===== config.mk =====
export PLATFORM = sky130hd
export DESIGN_NAME = serv_ifetch_flat
export DESIGN_NICKNAME = d
export VERILOG_FILES = /design/src/rtl/serv_ifetch_pkg.sv /design/src/rtl/serv_ifetch_if.sv /design/src/rtl/serv_ifetch_wdog.sv /design/src/rtl/serv_ifetch.sv /design/src/flat_wrapper.sv
export SDC_FILE = /design/constraint.sdc
export NUM_CORES = 1
export LEC_CHECK = 0
export BUFFER_PORTS_ARGS = -buffer_cell sky130_fd_sc_hd__clkbuf_2
export CAP_MARGIN = 5
export CORE_ASPECT_RATIO = 0.75
export CORE_UTILIZATION = 45
export DETAILED_ROUTE_END_ITERATION = 7
export PLACE_DENSITY = 0.78
export SKIP_CTS_REPAIR_TIMING = 1
export SLEW_MARGIN = 20
export SYNTH_ARGS = -nofsm -noshare
export SYNTH_HDL_FRONTEND = slang
export SYNTH_HIERARCHICAL = 1
export SYNTH_SLANG_ARGS = --single-unit

===== constraint.sdc =====
create_clock -name i_clk -period 2.6 [get_ports i_clk]
set_input_delay 0.52 -clock i_clk [delete_from_list [all_inputs] [get_ports i_clk]]
set_output_delay 0.52 -clock i_clk [all_outputs]
set_load 0.01 [all_outputs]

===== src/rtl/serv_ifetch_pkg.sv =====
// serv_ifetch_pkg: shared types and constants for the instruction-fetch stage.
//   state_e     - fetch FSM states (IDLE, WAIT)
//   ALIGN_OK    - value of pc[1:0] for a word-aligned fetch address
//   wdog_width  - bit width of the watchdog counter for a given TIMEOUT
package serv_ifetch_pkg;

  typedef enum logic [0:0] {
    IDLE = 1'b0,
    WAIT = 1'b1
  } state_e;

  localparam logic [1:0] ALIGN_OK = 2'b00;

  // clog2(TIMEOUT+1), never below one bit so the counter always exists.
  function automatic int wdog_width(input int timeout);
    if (timeout < 32'sd1) begin
      return 32'sd1;
    end else begin
      return $clog2(timeout + 32'sd1);
    end
  endfunction

endpackage


===== src/rtl/serv_ifetch_if.sv =====
// serv_ifetch_if: Wishbone classic read-only instruction bus.
//   adr - word address (driven by the fetch stage)
//   cyc - cycle/strobe (driven by the fetch stage)
//   rdt - read data    (driven by memory)
//   ack - acknowledge  (driven by memory)
interface serv_ifetch_if;
  logic [31:0] adr;
  logic        cyc;
  logic [31:0] rdt;
  logic        ack;

  modport master (output adr, output cyc, input rdt, input ack);
  modport slave  (input adr, input cyc, output rdt, output ack);
endinterface


===== src/rtl/serv_ifetch_wdog.sv =====
// serv_ifetch_wdog: bus watchdog for the fetch stage.
//   i_clk, i_rst - clock, asynchronous active-high reset
//   i_clr        - synchronous clear (held while no fetch is outstanding)
//   i_en         - count one WAIT cycle
//   o_expire     - combinational: this enabled cycle is the TIMEOUT-th one
// The count saturates at TIMEOUT and never wraps. TIMEOUT = 0 disables expiry.
module serv_ifetch_wdog
  import serv_ifetch_pkg::*;
#(
  parameter int TIMEOUT = 0
) (
  input  logic i_clk,
  input  logic i_rst,
  input  logic i_clr,
  input  logic i_en,
  output logic o_expire
);

  localparam int W = wdog_width(TIMEOUT);
  localparam logic [W-1:0] SAT   = W'(TIMEOUT);
  localparam logic [W-1:0] LIMIT = W'(TIMEOUT - 1);

  logic [W-1:0] cnt_r;

  // Watchdog count: cleared outside WAIT, saturating increment inside it.
  always_ff @(posedge i_clk or posedge i_rst) begin
    if (i_rst) begin
      cnt_r <= '0;
    end else if (i_clr) begin
      cnt_r <= '0;
    end else if (i_en && (cnt_r != SAT)) begin
      cnt_r <= cnt_r + 1'b1;
    end else begin
      cnt_r <= cnt_r;
    end
  end

  generate
    if (TIMEOUT == 0) begin : g_disabled
      assign o_expire = 1'b0;
    end else begin : g_enabled
      assign o_expire = i_en && (cnt_r == LIMIT);
    end
  endgenerate

endmodule


===== src/rtl/serv_ifetch.sv =====
// serv_ifetch: instruction-fetch stage feeding the immediate and control decoders.
// Runs one Wishbone classic read per accepted request and hands the word on
// with a single-cycle strobe.
//   i_clk, i_rst  - clock, asynchronous active-high reset
//   i_fetch_req   - fetch request at i_pc (only looked at in IDLE)
//   i_pc          - fetch address
//   i_flush       - abandon the outstanding fetch / block a same-cycle request
//   ibus          - instruction bus (master side)
//   o_wb_en       - one-cycle strobe: o_wb_rdt holds a new instruction
//   o_wb_rdt      - last fetched instruction, held until the next accepted ack
//   o_misalign    - one-cycle pulse: request with pc[1:0] != 0
//   o_bus_err     - one-cycle pulse: watchdog expired
//   o_busy        - high while a fetch is outstanding
module serv_ifetch
  import serv_ifetch_pkg::*;
#(
  parameter int TIMEOUT = 0
) (
  input  logic                 i_clk,
  input  logic                 i_rst,
  input  logic                 i_fetch_req,
  input  logic [31:0]          i_pc,
  input  logic                 i_flush,
  serv_ifetch_if.master        ibus,
  output logic                 o_wb_en,
  output logic [31:0]          o_wb_rdt,
  output logic                 o_misalign,
  output logic                 o_bus_err,
  output logic                 o_busy
);

  state_e      state_r;
  state_e      state_nxt_s;
  logic [31:0] adr_r;
  logic [31:0] adr_nxt_s;
  logic        cyc_r;
  logic [31:0] wb_rdt_r;
  logic [31:0] wb_rdt_nxt_s;
  logic        wb_en_r;
  logic        wb_en_nxt_s;
  logic        misalign_r;
  logic        misalign_nxt_s;
  logic        bus_err_r;
  logic        bus_err_nxt_s;
  logic        expire_s;
  logic        wdog_clr_s;
  logic        wdog_en_s;

  // Count only while a fetch is outstanding; hold at zero whenever the next
  // state is IDLE so the count is already clear on the first IDLE cycle.
  assign wdog_en_s  = (state_r == WAIT);
  assign wdog_clr_s = (state_nxt_s != WAIT);

  serv_ifetch_wdog #(
    .TIMEOUT (TIMEOUT)
  ) u_wdog (
    .i_clk    (i_clk),
    .i_rst    (i_rst),
    .i_clr    (wdog_clr_s),
    .i_en     (wdog_en_s),
    .o_expire (expire_s)
  );

  // FSM state register.
  always_ff @(posedge i_clk or posedge i_rst) begin
    if (i_rst) begin
      state_r <= IDLE;
    end else begin
      state_r <= state_nxt_s;
    end
  end

  // Next-state and next-output decode; in WAIT flush beats ack beats timeout.
  always_comb begin
    state_nxt_s    = state_r;
    adr_nxt_s      = adr_r;
    wb_rdt_nxt_s   = wb_rdt_r;
    wb_en_nxt_s    = 1'b0;
    misalign_nxt_s = 1'b0;
    bus_err_nxt_s  = 1'b0;
    case (state_r)
      IDLE: begin
        if (i_fetch_req && !i_flush) begin
          if (i_pc[1:0] != ALIGN_OK) begin
            misalign_nxt_s = 1'b1;
          end else begin
            adr_nxt_s   = i_pc;
            state_nxt_s = WAIT;
          end
        end else begin
          state_nxt_s = IDLE;
        end
      end
      WAIT: begin
        if (i_flush) begin
          state_nxt_s = IDLE;
        end else if (ibus.ack) begin
          wb_rdt_nxt_s = ibus.rdt;
          wb_en_nxt_s  = 1'b1;
          state_nxt_s  = IDLE;
        end else if (expire_s) begin
          bus_err_nxt_s = 1'b1;
          state_nxt_s   = IDLE;
        end else begin
          state_nxt_s = WAIT;
        end
      end
      default: begin
        state_nxt_s = IDLE;
      end
    endcase
  end

  // Bus, data and pulse output registers.
  always_ff @(posedge i_clk or posedge i_rst) begin
    if (i_rst) begin
      adr_r      <= 32'h0000_0000;
      cyc_r      <= 1'b0;
      wb_rdt_r   <= 32'h0000_0000;
      wb_en_r    <= 1'b0;
      misalign_r <= 1'b0;
      bus_err_r  <= 1'b0;
    end else begin
      adr_r      <= adr_nxt_s;
      cyc_r      <= (state_nxt_s == WAIT);
      wb_rdt_r   <= wb_rdt_nxt_s;
      wb_en_r    <= wb_en_nxt_s;
      misalign_r <= misalign_nxt_s;
      bus_err_r  <= bus_err_nxt_s;
    end
  end

  assign ibus.adr   = adr_r;
  assign ibus.cyc   = cyc_r;
  assign o_wb_en    = wb_en_r;
  assign o_wb_rdt   = wb_rdt_r;
  assign o_misalign = misalign_r;
  assign o_bus_err  = bus_err_r;
  assign o_busy     = (state_r == WAIT);

endmodule


===== src/flat_wrapper.sv =====
// flat-port wrapper written by rule: the top's interface ports become plain ports
module serv_ifetch_flat import serv_ifetch_pkg::*;
#(
  parameter int TIMEOUT = 0
)
  (i_clk, i_rst, i_fetch_req, i_pc, i_flush, o_wb_en, o_wb_rdt, o_misalign, o_bus_err, o_busy, ibus_adr, ibus_cyc, ibus_rdt, ibus_ack);
  serv_ifetch_if ibus_i ();
  input  logic i_clk;
  input  logic i_rst;
  input  logic i_fetch_req;
  input  logic [31:0] i_pc;
  input  logic i_flush;
  output logic o_wb_en;
  output logic [31:0] o_wb_rdt;
  output logic o_misalign;
  output logic o_bus_err;
  output logic o_busy;
  output wire logic [$bits(ibus_i.adr)-1:0] ibus_adr;
  output wire logic [$bits(ibus_i.cyc)-1:0] ibus_cyc;
  input wire logic [$bits(ibus_i.rdt)-1:0] ibus_rdt;
  input wire logic [$bits(ibus_i.ack)-1:0] ibus_ack;
  assign ibus_adr = ibus_i.adr;
  assign ibus_cyc = ibus_i.cyc;
  assign ibus_i.rdt = ibus_rdt;
  assign ibus_i.ack = ibus_ack;
  serv_ifetch #(.TIMEOUT(TIMEOUT)) u_core (.i_clk(i_clk), .i_rst(i_rst), .i_fetch_req(i_fetch_req), .i_pc(i_pc), .i_flush(i_flush), .ibus(ibus_i), .o_wb_en(o_wb_en), .o_wb_rdt(o_wb_rdt), .o_misalign(o_misalign), .o_bus_err(o_bus_err), .o_busy(o_busy));
endmodule

==> results of run 1 <==
## power by group
group	internal (uW)	switching [uW]	total (uW)
Combinational	384	293	677
Clock	495	383	877
Sequential	1270	114	1380
## layer usage
layer  wire length (um)  share of wire (%)  global-route usage (%)  vias up
li1                   -                  -                       -      808
met1               2390                 45                    22.5      809
met2               2430                 46                    26.7       82
met3                403                7.6                    6.91        7
met4                 71                1.3                    8.73        0
met5                  0                  0                       0        -
## cell type report
type | count | area, sq um | share of cell area [%]
clock buffers | 11 | 151 | 4.21
clock inverters | 5 | 60.1 | 1.67
well taps | 75 | 93.8 | 2.61
multi-input cells | 74 | 876 | 24.3
inverters | 3 | 11.3 | 0.313
repair buffers | 138 | 706 | 19.6
flip-flops and latches | 68 | 1700 | 47.3
## worst min-delay path by stage
| stage | depth (start not counted) | startpoint | to | slack, ns |
|---|---|---|---|---|
| 6_report | 2 | i_rst | u_core/ibus.adr[14]$_DFFE_PP0P_ | 0.28 |
| 5_1_grt | 2 | i_rst | u_core/ibus.adr[14]$_DFFE_PP0P_ | 0.33 |
| 4_1_cts | 2 | i_rst | u_core/ibus.adr[14]$_DFFE_PP0P_ | 0.29 |
| 3_5_place_dp | 1 | u_core/ibus.adr[1]$_DFFE_PP0P_ | u_core/ibus.adr[1]$_DFFE_PP0P_ | 0.47 |
| 3_3_place_gp | 1 | u_core/ibus.adr[0]$_DFFE_PP0P_ | u_core/ibus.adr[0]$_DFFE_PP0P_ | 0.47 |
| 2_1_floorplan | 1 | u_core/ibus.adr[0]$_DFFE_PP0P_ | u_core/ibus.adr[0]$_DFFE_PP0P_ | 0.52 |
## metrics by stage
step                      instance area, sq um  total power, uW
after floorplan                           2670             1760
after global placement                    3390             2070
after detailed placement                  3390             2090
after CTS                                 3600             2980
final                                     3600             2940
after global routing                      3600             3090
## critical path: stages (launching register included)
cell and delay, ns:
dfrtp_1 0.43, nor2_2 0.24, nand3_4 0.50, mux2_4 0.49
## registers in the layout, indices dropped and copies added (netlist names)
name	flops
u_core/ibus.cyc	1
u_core/ibus.adr	32
u_core/o_wb_rdt	32
u_core/o_wb_en	1
u_core/o_bus_err	1
u_core/o_misalign	1
==> metrics.txt, run 1 <==
initial core utilization 48.3%; Yosys warning total 6; Setup-failing EPs final 0; initial antenna violation count 0; element type at the critical path start flip-flop; RePlAce Congestion 0.716; Required @ worst endpoint 2.81 ns; Worst Path Arrival 1.99 ns; Worst-Skew Late Latency 0.33 ns; core area 5530 sq um; Leak 0.00200 uW; vias in the first global route 1632; CP Launch Point u_core/ibus.cyc$_DFF_PP0_; reg2reg path depth 3; CP endpoint u_core/ibus.adr[20]$_DFFE_PP0P_; Reg2Reg Launch Point u_core/ibus.cyc$_DFF_PP0_; routed len/inst 14.2 um; CP max FO 33; via count between 1500 and 2000; Reg2Reg Setup Slack 0.82 ns; Syn Std Cell Area 2670 sq um; RSZ-0062 raised after global routing no; CTS sink cnt 68; first-pass GRT wire length about 8000 um; Setup Crit Path Kind flip-flop to flip-flop; WL final 5300 um; worst setup margin around 0.82 ns; Rel. slew slack 44.1%; most frequent cells in the layout clkbuf_2, dfrtp_1, mux2_2, mux2_4, clkbuf_8; antenna viol nets, final 0; GRT Util Overall roughly 18%; worst r2r dst u_core/ibus.adr[20]$_DFFE_PP0P_; Layout area overhead 34.9%; Core Util, Final 65.1%; syn avg cell area 17.4 sq um; total CTS buffers 9; Final Skew between 0.005 and 0.006 ns; Worst Hold Class input pin to asynchronous set/reset pin; Detailed Routing Iterations Pass 1 4; Placed Cells 358; Via density roughly 4.6; TritonCTS clock tree built; Chip Height roughly 69 um; pre-CTS WS ~0.55 ns; Port Buf Inserts ~140; Worst-path clk slew 0.07 ns; Net Count, Synth 222; Post-Syn Instances between 150 and 200; Max Cap Violations 0; DRT iter0 DRCs 42; Antenna diodes 0; Slew Limit Fails 0; Rows 23; FILL cells 447; Root Buffer clkbuf_8; commonest non-fill, non-tap cell in the layout clkbuf_2; nets@finish 363; Residual DRC 0; grt total ovfl 0; Max H-tree Level 3; Max Clock Freq 561 MHz; Tcrit/Tclk final 68.5%; share of layout cells above drive strength 1 about three quarters; min Tclk post-route 1.78 ns; Post-DP HPWL 3910 um; Min Hold Slack 0.278 ns; crit path capture type flip-flop; maximum vdd drop 404 uV; clk buf depth 2; final cell count without fillers 374; DIE AREA between 6000 and 7000 sq um; Die X-Extent 90.9 um; Worst-Margin Slew 0.834 ns; IO Count 138; Fin. Hold Viols 0; status finished, final reports clean; largest net degree at the start of global routing 36; PD cells 816 nW/um^2; setup TNS 0 ns
Note: power is estimated with default switching activity, not from simulation.
==> inputs of run 2 (changes only) <==
--- a/config.mk
+++ b/config.mk
@@ -8,9 +8,9 @@
 export BUFFER_PORTS_ARGS = -buffer_cell sky130_fd_sc_hd__clkbuf_2
 export CAP_MARGIN = 5
 export CORE_ASPECT_RATIO = 0.75
-export CORE_UTILIZATION = 45
+export CORE_UTILIZATION = 40
 export DETAILED_ROUTE_END_ITERATION = 7
-export PLACE_DENSITY = 0.78
+export PLACE_DENSITY = 0.73
 export SKIP_CTS_REPAIR_TIMING = 1
 export SLEW_MARGIN = 20
 export SYNTH_ARGS = -nofsm -noshare
==> constraint.sdc (replaced) <==
create_clock -name i_clk -period 1.6 [get_ports i_clk]
set_input_delay 0.32 -clock i_clk [delete_from_list [all_inputs] [get_ports i_clk]]
set_output_delay 0.32 -clock i_clk [all_outputs]
set_load 0.01 [all_outputs]
==> run 2 against run 1 <==
  * Power rose by 57%
  * Count of clock-buffer cells in the layout rose by 2
  * Highest routed layer unchanged
  * Global-route usage fell by 1.2 points
  * Worst setup slack got worse by 0.60 ns
  * Via count rose by 1.2%
  * Fmax rose by 29%
  * Routed wire length rose by 2.1%
  * Worst hold slack got worse by 0.21 ns
  * Die area rose by 12%
  * Sequential share of layout area fell by 0.31 points
  * Clock power rose by 43%
  * Design area rose by 0.66%
  * Critical path type unchanged
==> metrics.txt, run 2 (synthesis gave the netlist of run 1 again) <==
Required @ worst endpoint between 1.5 and 2 ns; Post-DP HPWL 3940 um; Max Cap Violations 0; Reg2Reg Setup Slack 0.22 ns; Rows 25; met1 GRT Util 19.1%; RSZ-0062 raised after global routing no; min Tclk post-route 1.38 ns; nets@finish 366; largest net degree at the start of global routing approximately 70; Worst Path Arrival between 1.5 and 2 ns; initial core utilization 41.8%; IO Count 138; Setup-failing EPs final 0; Worst Hold Class input pin to asynchronous set/reset pin; DIE AREA 7000 sq um; status finished, final reports clean; slowest cell delay on critical path 0.44 ns; Reg2Reg Launch Point u_core/ibus.cyc$_DFF_PP0_; CP max stage cell dfrtp_1; placed inst area approximately 3400 sq um; Fin. Hold Viols 0; fin area between 3000 and 4000 sq um; Detailed Routing Iterations Pass 1 3; setup TNS 0 ns; GR Layer Usage met3 under 10%; routed len/inst 14.2 um; Stages on worst setup path 4; share of layout cells above drive strength 1 73.7%; maximum vdd drop 696 uV; worst r2r dst u_core/ibus.adr[23]$_DFFE_PP0P_; Final Skew about 0.007 ns; CP Buf/Inv Count 1; RePlAce Congestion 0.687; GRT busiest layer met2; Port Buf Inserts 137; total CTS buffers 9; FILL cells about 530; Tcrit/Tclk final a little under 90%; antenna viol nets, final 0; Antenna diodes 0; GR met2 Demand/Resource 26.3%; footprint of the multi-input gates 876 sq um; GRT Util Overall 16.5%; TritonCTS clock tree built; CTS sink cnt 68; element type at the critical path start flip-flop; reg2reg path depth 4; PD cells 1270 nW/um^2; grt total ovfl 0; Residual DRC 0; Chip Height 72.7 um; Leak ~0.002 uW; core area 6380 sq um; CP max FO 24; commonest non-fill, non-tap cell in the layout clkbuf_2; Max Clock Freq 722 MHz; first-pass GRT wire length between 8000 and 9000 um; via count 1727; Worst-Skew Late Latency roughly 0.33 ns; Max H-tree Level 3; CP Cell Sequence nor2_2, nand3_4, buf_12, mux2_4; DRT iter0 DRCs 36; clk buf depth 2; Sequential Area 1700 sq um; vias in the first global route 1771; Slew Limit Fails 0; Root Buffer clkbuf_8; most frequent cells in the layout clkbuf_2, dfrtp_1, mux2_2, mux2_4, clkbuf_8; crit path capture type flip-flop; Die X-Extent ~96 um; critical path's top delay family flip-flops; Layout area overhead 35.8%; initial antenna violation count 0; Setup Crit Path Kind flip-flop to flip-flop; Worst-path clk slew 0.07 ns; Via density 4.53; WL final 5410 um
## run 2: cell count changes in the layout (fill, tap and decap cells not counted)
cell,delta
buf_12,+2
buf_4,+1
bufinv_16,-1
clkbuf_1,+1
clkbuf_8,+1
clkinvlp_4,-2
inv_2,-1
## run 2: cell type report
class / count / area share (%)
timing repair buffer: 141 / 20.8
tap: 81 / 2.80
clock buffer: 13 / 4.66
clock inverter: 1 / 0.207
multi-input combinational: 74 / 24.2
sequential: 68 / 47.0
inverter: 3 / 0.414
## run 2: worst max path at each step
stage	slack (ns)	startpoint	end
floorplan	0.26	u_core/ibus.cyc$_DFF_PP0_	u_core/ibus.adr[10]$_DFFE_PP0P_
detailed placement	0.24	i_pc[0]	u_core/ibus.adr[8]$_DFFE_PP0P_
global route	0.14	u_core/ibus.cyc$_DFF_PP0_	u_core/ibus.adr[23]$_DFFE_PP0P_
finish	0.22	u_core/ibus.cyc$_DFF_PP0_	u_core/ibus.adr[23]$_DFFE_PP0P_
CTS	0.21	u_core/ibus.cyc$_DFF_PP0_	u_core/ibus.adr[23]$_DFFE_PP0P_
global placement	0.25	i_pc[0]	u_core/ibus.adr[14]$_DFFE_PP0P_
## run 2: worst register-to-register path: stages, from the launching register on
cell,delay [ns]
dfrtp_1,0.44
nor2_2,0.20
nand3_4,0.11
buf_12,0.19
mux2_4,0.32
## run 2: where the power goes
| group | internal, uW | total (uW) | leakage [uW] | switching, uW |
|---|---|---|---|---|
| Clock | 674 | 1250 | 0.0000876 | 580 |
| Sequential | 2070 | 2250 | 0.000849 | 186 |
| Combinational | 628 | 1100 | 0.00108 | 475 |
| Total | 3370 | 4610 | 0.00202 | 1240 |
## run 2: routing by layer
layer	share of wire [%]	wire (um)
met2	47	2550
met4	1.3	68
met1	41	2200
met3	11	590
met5	0	0
## run 2: per-stage QoR
stage | setup slack, ns | cells | power [uW] | util (%) | hold WS, ns
after floorplan | 0.257 | 153 | 2870 | - | 0.428
after global placement | 0.251 | 367 | 3350 | 54.0 | 0.432
after detailed placement | 0.237 | 367 | 3400 | 54.0 | 0.436
after CTS | 0.206 | 381 | 4690 | 56.8 | 0.0725
after global routing | 0.142 | 381 | 4900 | 56.8 | 0.0900
final | 0.216 | 381 | 4610 | 56.8 | 0.0686
